[src/rtl/ysyx_040978_ifu_if.sv]
// Handshake bundle between the instruction fetch unit, instruction memory and decode.
// The master side is the IFU; the slave side is the memory/decode/execute environment.
interface ysyx_040978_ifu_if #(
    parameter int XLEN     = 64,
    parameter int INST_LEN = 32
);
    logic                redirect_valid;
    logic [XLEN-1:0]     redirect_pc;
    logic                imem_req_valid;
    logic                imem_req_ready;
    logic [XLEN-1:0]     imem_req_addr;
    logic                imem_rsp_valid;
    logic [INST_LEN-1:0] imem_rsp_data;
    logic                out_valid;
    logic                out_ready;
    logic [XLEN-1:0]     out_pc;
    logic [INST_LEN-1:0] out_inst;
    logic                out_fault;

    modport master (
        input  redirect_valid, redirect_pc, imem_req_ready, imem_rsp_valid, imem_rsp_data, out_ready,
        output imem_req_valid, imem_req_addr, out_valid, out_pc, out_inst, out_fault
    );

    modport slave (
        output redirect_valid, redirect_pc, imem_req_ready, imem_rsp_valid, imem_rsp_data, out_ready,
        input  imem_req_valid, imem_req_addr, out_valid, out_pc, out_inst, out_fault
    );
endinterface

[src/rtl/ysyx_040978_ifu.sv]
// Instruction fetch unit: owns the PC, keeps one imem request in flight, hands instructions to decode.
// Define YSYX_040978_IFU_ALIGN_CHECK_EN to trap misaligned redirect targets instead of masking them.
module ysyx_040978_ifu #(
    parameter int              XLEN     = 64,
    parameter int              INST_LEN = 32,
    parameter logic [XLEN-1:0] PC_RESET = 64'h0000_0000_8000_0000
) (
    input  logic                clock,
    input  logic                reset,
    ysyx_040978_ifu_if.master   bus
);
    typedef enum logic [2:0] {IDLE, REQ, WAIT, HOLD, DROP} state_t;

    localparam logic [INST_LEN-1:0] NOP = INST_LEN'(32'h0000_0013);

    state_t              state;
    logic [XLEN-1:0]     pc;
    logic [XLEN-1:0]     out_pc_q;
    logic [INST_LEN-1:0] out_inst_q;

    logic            req_fire;
    logic            rsp_live;
    logic [XLEN-1:0] redirect_target;
    logic            redirect_fault;
    logic            fault_hold;
    logic            trapped;
    logic            drop_pending;

    assign req_fire = bus.imem_req_valid & bus.imem_req_ready;
    // A response owed to a request squashed by a fault redirect must not be taken as fresh data.
    assign rsp_live = bus.imem_rsp_valid & ~drop_pending;

    assign bus.imem_req_valid = (state == REQ);
    assign bus.out_valid      = (state == HOLD);
    assign bus.imem_req_addr  = pc;
    assign bus.out_pc         = out_pc_q;
    assign bus.out_inst       = out_inst_q;
    assign bus.out_fault      = fault_hold;

`ifdef YSYX_040978_IFU_ALIGN_CHECK_EN
    logic real_outstanding;

    assign redirect_target  = bus.redirect_pc;
    assign redirect_fault   = bus.redirect_valid & (bus.redirect_pc[1:0] != 2'b00);
    assign real_outstanding = req_fire | (state == WAIT) | (state == DROP);

    always_ff @(posedge clock or posedge reset) begin
        if (reset) begin
            fault_hold   <= 1'b0;
            trapped      <= 1'b0;
            drop_pending <= 1'b0;
        end else if (redirect_fault) begin
            fault_hold   <= 1'b1;
            trapped      <= 1'b0;
            // Responses return in order, so one arriving now retires the oldest owed one.
            drop_pending <= bus.imem_rsp_valid ? (real_outstanding & drop_pending)
                                               : (real_outstanding | drop_pending);
        end else begin
            if (bus.imem_rsp_valid) drop_pending <= 1'b0;
            if (state == HOLD && (bus.out_ready || bus.redirect_valid)) fault_hold <= 1'b0;
            if (bus.redirect_valid) trapped <= 1'b0;
            else if (state == HOLD && fault_hold && bus.out_ready) trapped <= 1'b1;
        end
    end
`else
    assign redirect_target = bus.redirect_pc & ~XLEN'(3);
    assign redirect_fault  = 1'b0;
    assign fault_hold      = 1'b0;
    assign trapped         = 1'b0;
    assign drop_pending    = 1'b0;
`endif

    // NOTE: sequential state uses non-blocking assignments so every register sees pre-edge values.
    always_ff @(posedge clock or posedge reset) begin
        if (reset) begin
            state      <= IDLE;
            pc         <= PC_RESET;
            out_pc_q   <= '0;
            out_inst_q <= '0;
        end else if (redirect_fault) begin
            state      <= HOLD;
            pc         <= bus.redirect_pc;
            out_pc_q   <= bus.redirect_pc;
            out_inst_q <= NOP;
        end else begin
            case (state)
                IDLE: begin
                    if (bus.redirect_valid) begin
                        pc    <= redirect_target;
                        state <= REQ;
                    end else if (!trapped) begin
                        state <= REQ;
                    end
                end
                REQ: begin
                    if (bus.redirect_valid) begin
                        pc    <= redirect_target;
                        state <= req_fire ? DROP : REQ;
                    end else if (req_fire) begin
                        state <= WAIT;
                    end
                end
                WAIT: begin
                    if (rsp_live) begin
                        if (bus.redirect_valid) begin
                            pc    <= redirect_target;
                            state <= REQ;
                        end else begin
                            out_inst_q <= bus.imem_rsp_data;
                            out_pc_q   <= pc;
                            state      <= HOLD;
                        end
                    end else if (bus.redirect_valid) begin
                        pc    <= redirect_target;
                        state <= DROP;
                    end
                end
                DROP: begin
                    if (bus.redirect_valid) pc <= redirect_target;
                    if (rsp_live) state <= REQ;
                end
                HOLD: begin
                    // A redirect alongside out_ready still counts as a transfer on the decode side.
                    if (bus.redirect_valid) begin
                        pc    <= redirect_target;
                        state <= REQ;
                    end else if (bus.out_ready) begin
                        if (fault_hold) begin
                            state <= IDLE;
                        end else begin
                            pc    <= pc + XLEN'(4);
                            state <= REQ;
                        end
                    end
                end
                default: state <= IDLE;
            endcase
        end
    end
endmodule

[src/flat_wrapper.sv]
// flat-port wrapper written by rule: the top's interface ports become plain ports
module ysyx_040978_ifu_flat 
#(
    parameter int              XLEN     = 64,
    parameter int              INST_LEN = 32,
    parameter logic [XLEN-1:0] PC_RESET = 64'h0000_0000_8000_0000
)
  (clock, reset, bus_redirect_valid, bus_redirect_pc, bus_imem_req_ready, bus_imem_rsp_valid, bus_imem_rsp_data, bus_out_ready, bus_imem_req_valid, bus_imem_req_addr, bus_out_valid, bus_out_pc, bus_out_inst, bus_out_fault);
  ysyx_040978_ifu_if #(.XLEN(XLEN), .INST_LEN(INST_LEN)) bus_i ();
  input  logic clock;
  input  logic reset;
  input wire logic [$bits(bus_i.redirect_valid)-1:0] bus_redirect_valid;
  input wire logic [$bits(bus_i.redirect_pc)-1:0] bus_redirect_pc;
  input wire logic [$bits(bus_i.imem_req_ready)-1:0] bus_imem_req_ready;
  input wire logic [$bits(bus_i.imem_rsp_valid)-1:0] bus_imem_rsp_valid;
  input wire logic [$bits(bus_i.imem_rsp_data)-1:0] bus_imem_rsp_data;
  input wire logic [$bits(bus_i.out_ready)-1:0] bus_out_ready;
  output wire logic [$bits(bus_i.imem_req_valid)-1:0] bus_imem_req_valid;
  output wire logic [$bits(bus_i.imem_req_addr)-1:0] bus_imem_req_addr;
  output wire logic [$bits(bus_i.out_valid)-1:0] bus_out_valid;
  output wire logic [$bits(bus_i.out_pc)-1:0] bus_out_pc;
  output wire logic [$bits(bus_i.out_inst)-1:0] bus_out_inst;
  output wire logic [$bits(bus_i.out_fault)-1:0] bus_out_fault;
  assign bus_i.redirect_valid = bus_redirect_valid;
  assign bus_i.redirect_pc = bus_redirect_pc;
  assign bus_i.imem_req_ready = bus_imem_req_ready;
  assign bus_i.imem_rsp_valid = bus_imem_rsp_valid;
  assign bus_i.imem_rsp_data = bus_imem_rsp_data;
  assign bus_i.out_ready = bus_out_ready;
  assign bus_imem_req_valid = bus_i.imem_req_valid;
  assign bus_imem_req_addr = bus_i.imem_req_addr;
  assign bus_out_valid = bus_i.out_valid;
  assign bus_out_pc = bus_i.out_pc;
  assign bus_out_inst = bus_i.out_inst;
  assign bus_out_fault = bus_i.out_fault;
  ysyx_040978_ifu #(.XLEN(XLEN), .INST_LEN(INST_LEN), .PC_RESET(PC_RESET)) u_core (.clock(clock), .reset(reset), .bus(bus_i));
endmodule
[config.mk]
export PLATFORM = sky130hd
export DESIGN_NAME = ysyx_040978_ifu_flat
export DESIGN_NICKNAME = d
export VERILOG_FILES = /design/src/rtl/ysyx_040978_ifu_if.sv /design/src/rtl/ysyx_040978_ifu.sv /design/src/flat_wrapper.sv
export SDC_FILE = /design/constraint.sdc
export NUM_CORES = 1
export LEC_CHECK = 0
export CORE_MARGIN = 3
export CORE_UTILIZATION = 25
export CTS_BUF_LIST = sky130_fd_sc_hd__clkbuf_8
export CTS_CLUSTER_SIZE = 16
export DETAILED_ROUTE_END_ITERATION = 6
export GPL_ROUTABILITY_DRIVEN = 1
export PLACE_DENSITY = 0.58
export SKIP_CTS_REPAIR_TIMING = 1
export SLEW_MARGIN = 20
export SYNTH_ARGS = -nofsm -noshare
export SYNTH_HDL_FRONTEND = slang
export SYNTH_SLANG_ARGS = --single-unit
[constraint.sdc]
create_clock -name clock -period 5.9 [get_ports clock]
set_clock_uncertainty 0.05 [all_clocks]
set_input_delay 0.59 -clock clock [delete_from_list [all_inputs] [get_ports clock]]
set_output_delay 0.59 -clock clock [all_outputs]
set_load 0.02 [all_outputs]
==> results of run 1 <==
-- placed cells by master (no fill, tap or decap), types with 10 or more instances in the layout --
cell	n
clkdlybuf4s50_1	257
dfrtp_1	158
mux2_2	89
nand3_1	57
nor2_1	53
nand2_1	50
o21ai_0	39
a21oi_1	32
nor3_1	27
nand4_1	21
clkbuf_8	19
and3_1	17
and4_1	10
o211ai_1	10
inv_1	10
o22ai_1	10
-- metrics by stage --
step | power, mW | instance area, µm² | hold WS (ns)
floorplan | 3.19 | 8090 | 0.505
global placement | 4.42 | 11000 | 0.412
detailed placement | 4.46 | 11000 | 0.424
CTS | 5.30 | 11300 | 0.447
global route | 5.56 | 11300 | 0.469
finish | 5.22 | 11300 | 0.441
-- sequential cells by signal (all words and copies together) (netlist names) --
name / cells
u_core.bus.imem_req_addr: 62
u_core.bus.out_inst: 32
u_core.bus.out_pc: 62
u_core.state: 3
-- final cells by class --
cell class	count	share of cell area, %
clock buffer	19	2.31
clock inverter	13	1.03
inverter	9	0.342
multi-input combinational	550	33.5
sequential	159	35.1
tap	402	4.44
timing repair buffer	264	23.3
-- worst max-delay path, stage by stage, from the launching register on --
cell and delay, ns:
dfrtp_1 0.54, and4_1 0.30, and3_1 0.41, nand4_2 0.65, o311a_1 0.57, or3_1 0.36
-- synth_stat cells, types with 3 or more instances --
cell type / number / area, µm²
nand3_1: 58 / 290
dfrtp_1: 158 / 3950
o311ai_0: 3 / 26.3
a22o_1: 3 / 26.3
nor2_1: 53 / 199
a21boi_0: 5 / 37.5
buf_4: 8 / 60.1
and2_1: 9 / 56.3
nand4_1: 21 / 131
a31oi_1: 4 / 25.0
mux2_2: 89 / 1000
nor4_1: 7 / 43.8
nand2_1: 50 / 188
a22oi_1: 5 / 37.5
inv_1: 9 / 33.8
or3_1: 7 / 43.8
clkbuf_1: 25 / 93.8
o211ai_1: 10 / 75.1
o311a_1: 5 / 50.1
buf_2: 23 / 115
nand2b_1: 3 / 18.8
a211oi_1: 3 / 22.5
and4_1: 10 / 87.6
o21ai_0: 39 / 195
and3_1: 17 / 106
nor3_1: 27 / 135
o22ai_1: 10 / 62.6
a311oi_1: 8 / 70.1
o2bb2a_1: 3 / 30.0
a311o_1: 4 / 40.0
buf_1: 7 / 26.3
nor3b_1: 4 / 30.0
or4_1: 7 / 52.6
a21oi_1: 32 / 160
-- power by group --
part | switching (mW) | internal [mW]
logic | 1.21 | 1.21
clock network | 0.450 | 0.356
registers | 0.467 | 1.53
total | 2.13 | 3.09
-- layer usage --
layer | vias to the layer above | part of all wire [%] | GRT usage [%]
li1 | 3363 | - | -
met2 | 229 | 46 | 24.6
met3 | 19 | 6.5 | 4.03
met1 | 3592 | 46 | 21.9
met5 | - | 0.073 | 0
met4 | 2 | 1.1 | 4.23
-- kinds of logic after synthesis --
logic type	synth area share (%)
AND/OR/NAND/NOR	20.0
flip-flops	49.3
buffers and inverters	4.22
AO/OA/AOI/OAI	13.8
other	0.0464
multiplexers	12.5
adder cells (fa/ha/maj)	0.155
-- worst paths after layout --
path | from | to | slack [ns] | cells after the start
setup / recovery | u_core.bus.imem_req_addr[8] | u_core.bus.imem_req_addr[57] | 2.88 | 5
max in group asynchronous | reset | u_core.bus.out_inst[22] | 4.09 | 3
hold reg to reg | u_core.bus.out_pc[41] | u_core.bus.out_pc[41] | 0.44 | 2
min in group asynchronous | reset | u_core.bus.out_pc[30] | 0.51 | 2
hold / removal | u_core.bus.out_pc[41] | u_core.bus.out_pc[41] | 0.44 | 2
setup reg to reg | u_core.bus.imem_req_addr[8] | u_core.bus.imem_req_addr[57] | 2.88 | 5
==> flow_metrics.env, run 1 <==
export IMPL_status="completed"
export IMPL_synth_warning_count=0
export IMPL_synth_ff_type="dfrtp_1"
export IMPL_drc=0
export IMPL_ant_nets=0
export IMPL_post_drt_wl_per_cell_um=19.5
export IMPL_area_growth_pct=40.4
export IMPL_fp_dieW_um=186
export IMPL_setup_tns_ns=0
export IMPL_start_kind="register"
export IMPL_async_flop_share_pct=100
export IMPL_drtIter0Drc=383
export IMPL_grt_usage_pct=15.8
export IMPL_rsz0062_at_grt="false"
export IMPL_layout_setup_ws_ns=2.88
export IMPL_start_util_pct=25.5
export IMPL_vias=7205
export IMPL_cellLeakagePower_nw=4.56
export IMPL_hpwl_um=19400
export IMPL_drv_cap=0
export IMPL_crit_arrival_ns=3.32
export IMPL_io_pins=265
export IMPL_gp_congestion=0.781
export IMPL_crit_path_end_kind="register"
export IMPL_worstMarginPinSlew_ns=0.864
export IMPL_clock_sinks=159
export IMPL_clockRootBuffer="clkbuf_8"
export IMPL_grt_pass1_vias=6895
export IMPL_clk_latency_ns=0.48
export IMPL_ir_drop_v=0.000256
export IMPL_synth_seq_cells=159
export IMPL_grt_max_degree=89
export IMPL_cts_made_buffers=17
export IMPL_fin_crit_sh_pct=51.1
export IMPL_ys_seq_area_share_pct=49.3
export IMPL_io_buffers=257
export IMPL_path_max_fanout=24
export IMPL_antenna_found_initial=1
export IMPL_syn_cell_area_um2=8070
export IMPL_clk_pin_slew_ns=0.10
export IMPL_synth_edf_count=0
export IMPL_nets=1104
export IMPL_drive_gt1_share_pct=14.7
export IMPL_grt_pass1_wl_um=42000
export IMPL_placedCellCount=1384
export IMPL_setup_violations=0
export IMPL_cp_required_ns=6.21
export IMPL_synth_distinct_cells=73
export IMPL_n_fill_cell=3244
export IMPL_core_area_um2=31700
export IMPL_dp_slack_ns=2.59
export IMPL_cts_tree="yes"
export IMPL_fin_cells=1416
export IMPL_slew_violations=0
export IMPL_min_path_type="register to register"
export IMPL_criticalPathCategory="register to register"
export IMPL_syn_area_per_cell_um2=10.4
export IMPL_maxSlewHeadroom_pct=42.4
export IMPL_fp_dieH_um=186
export IMPL_cts_buffer_depth=2
export IMPL_cts_max_level=4
export IMPL_overflow=0
export IMPL_avgViaCountPerCell=5.09
export IMPL_finalHoldViolations=0
export IMPL_multi_input_area_um2=3800
export IMPL_drt_total_wl_um=27600
export IMPL_syn_inst=778
export IMPL_drt_pre_antenna_iters=5
export IMPL_seq_area_um2=3980
export IMPL_std_cell_rows=65
export IMPL_finalWorstPathRequiredPeriod_ns=3.02
export IMPL_dieArea_um2=34500
export IMPL_final_core_util_pct=35.7
export IMPL_diodes=0
export IMPL_fmax_ghz=0.331
export IMPL_power_density_nw_per_um2=460
Note: power is estimated with default switching activity, not from simulation.
==> inputs of run 2 (changes only) <==
--- a/config.mk
+++ b/config.mk
@@ -11,7 +11,7 @@
 export CTS_CLUSTER_SIZE = 16
 export DETAILED_ROUTE_END_ITERATION = 6
 export GPL_ROUTABILITY_DRIVEN = 1
-export PLACE_DENSITY = 0.58
+export PLACE_DENSITY = 0.6
 export SKIP_CTS_REPAIR_TIMING = 1
 export SLEW_MARGIN = 20
 export SYNTH_ARGS = -nofsm -noshare
==> constraint.sdc (replaced) <==
create_clock -name clock -period 2.6 [get_ports clock]
set_clock_uncertainty 0.05 [all_clocks]
set_input_delay 0.26 -clock clock [delete_from_list [all_inputs] [get_ports clock]]
set_output_delay 0.26 -clock clock [all_outputs]
set_load 0.02 [all_outputs]
==> flow_metrics.env, run 2 (synthesis results as in run 1) <==
export IMPL_status="completed"
export IMPL_hpwl_um=20700
export IMPL_cp_required_ns=2.29
export IMPL_crit_path_end_kind="output pin"
export IMPL_power_density_nw_per_um2=1030
export IMPL_std_cell_rows=65
export IMPL_slowest_delay_ns=0.66
export IMPL_drv_cap=0
export IMPL_maxSlewHeadroom_pct=54.4
export IMPL_post_drt_wl_per_cell_um=19.0
export IMPL_dieArea_um2=34500
export IMPL_cts_made_buffers=17
export IMPL_grt_pass1_vias=7190
export IMPL_fmax_ghz=0.427
export IMPL_layout_setup_ws_ns=0.259
export IMPL_grt_pass1_wl_um=42800
export IMPL_vias=7412
export IMPL_worstMarginPinSlew_ns=0.682
export IMPL_crit_chain="buf_4, nor3b_1, clkdlybuf4s50_1"
export IMPL_hold_ws_ns=0.131
export IMPL_final_cell_mix="clkdlybuf4s50_1, dfrtp_1, mux2_2"
export IMPL_start_kind="register"
export IMPL_cellLeakagePower_nw=4.89
export IMPL_clk_pin_slew_ns=0.09
export IMPL_io_pins=265
export IMPL_path_max_fanout=10
export IMPL_fp_dieH_um=186
export IMPL_fin_crit_sh_pct=90.0
export IMPL_overflow=0
export IMPL_ant_nets=0
export IMPL_gp_congestion=0.809
export IMPL_n_fill_cell=3189
export IMPL_min_path_type="input port to asynchronous set/reset pin"
export IMPL_grt_usage_pct=16.1
export IMPL_drive_gt1_share_pct=19.6
export IMPL_finalHoldViolations=0
export IMPL_drt_pre_antenna_iters=5
export IMPL_clock_sinks=159
export IMPL_seq_area_um2=3980
export IMPL_path_buf_inv=2
export IMPL_io_buffers=257
export IMPL_final_common_cell="clkdlybuf4s50_1"
export IMPL_cts_tree="yes"
export IMPL_slew_violations=0
export IMPL_nets=1164
export IMPL_clk_latency_ns=0.48
export IMPL_clockRootBuffer="clkbuf_8"
export IMPL_cp_top_family="buffers and inverters"
export IMPL_cts_buffer_depth=2
export IMPL_area_growth_pct=47.6
export IMPL_setup_tns_ns=0
export IMPL_crit_arrival_ns=2.03
export IMPL_avgViaCountPerCell=5.02
export IMPL_fin_cells=1476
export IMPL_core_area_um2=31700
export IMPL_drt_total_wl_um=28100
export IMPL_criticalPathCategory="register to output pin"
export IMPL_ir_drop_v=0.000470
export IMPL_start_util_pct=25.5
export IMPL_cts_max_level=4
export IMPL_critPathSlowestCell="clkdlybuf4s50_1"
export IMPL_setup_violations=0
export IMPL_diodes=0
export IMPL_antenna_found_initial=4
export IMPL_fp_dieW_um=186
export IMPL_rsz0062_at_grt="false"
export IMPL_drtIter0Drc=500
export IMPL_multi_input_area_um2=3800
export IMPL_placedCellCount=1444
export IMPL_grt_max_degree=68
export IMPL_finalWorstPathRequiredPeriod_ns=2.34
export IMPL_dp_slack_ns=0.183
export IMPL_drc=0
## run 2: cell type report
type | instances | share of cell area (%)
Clock inverter | 15 | 1.35
Inverter | 9 | 0.315
Tap cell | 402 | 4.22
Timing Repair Buffer | 324 | 26.9
Clock buffer | 17 | 1.96
Multi-Input combinational cell | 550 | 31.9
Sequential cell | 159 | 33.4
## run 2: stage by stage
stage	util [%]	power (mW)	area, µm²
4_1_cts	37.6	12.5	11900
5_1_grt	37.6	13.1	11900
6_report	37.6	12.3	11900
2_1_floorplan	-	7.24	8090
3_5_place_dp	36.3	10.5	11500
3_3_place_gp	36.3	10.4	11500
## run 2: worst paths after layout
| check | cells after the start | end | from | slack, ns |
|---|---|---|---|---|
| setup / recovery | 3 | bus_imem_req_valid | u_core.state[1] | 0.26 |
| setup reg to reg | 6 | u_core.bus.imem_req_addr[60] | u_core.bus.imem_req_addr[2] | 0.27 |
| min in group clock | 3 | u_core.bus.imem_req_addr[3] | bus_redirect_pc[3] | 0.30 |
| hold reg to reg | 2 | u_core.bus.out_pc[5] | u_core.bus.out_pc[5] | 0.44 |
| hold / removal | 2 | u_core.bus.out_inst[12] | reset | 0.13 |
| max in group asynchronous | 3 | u_core.bus.out_pc[56] | reset | 1.69 |
## run 2: metal layers
| layer | routed length, µm | vias up | GRT usage, % |
|---|---|---|---|
| li1 | - | 3481 | - |
| met1 | 12700 | 3622 | 21.8 |
| met2 | 12800 | 269 | 25.1 |
| met3 | 2100 | 32 | 4.69 |
| met4 | 413 | 8 | 4.50 |
| met5 | 49 | - | 0 |
## run 2: report_power, final
group | switching, mW | total [mW] | internal, mW
registers | 0.774 | 4.24 | 3.46
clock network | 1.05 | 1.91 | 0.864
logic | 3.10 | 6.15 | 3.05
==> inputs of run 3 (changes only) <==
--- a/config.mk
+++ b/config.mk
@@ -12,6 +12,7 @@
 export DETAILED_ROUTE_END_ITERATION = 6
 export GPL_ROUTABILITY_DRIVEN = 1
 export PLACE_DENSITY = 0.6
+export SETUP_SLACK_MARGIN = 0.02
 export SKIP_CTS_REPAIR_TIMING = 1
 export SLEW_MARGIN = 20
 export SYNTH_ARGS = -nofsm -noshare
==> results of run 3 <==
Final layout, timing and power as in run 2 (identical DEF).
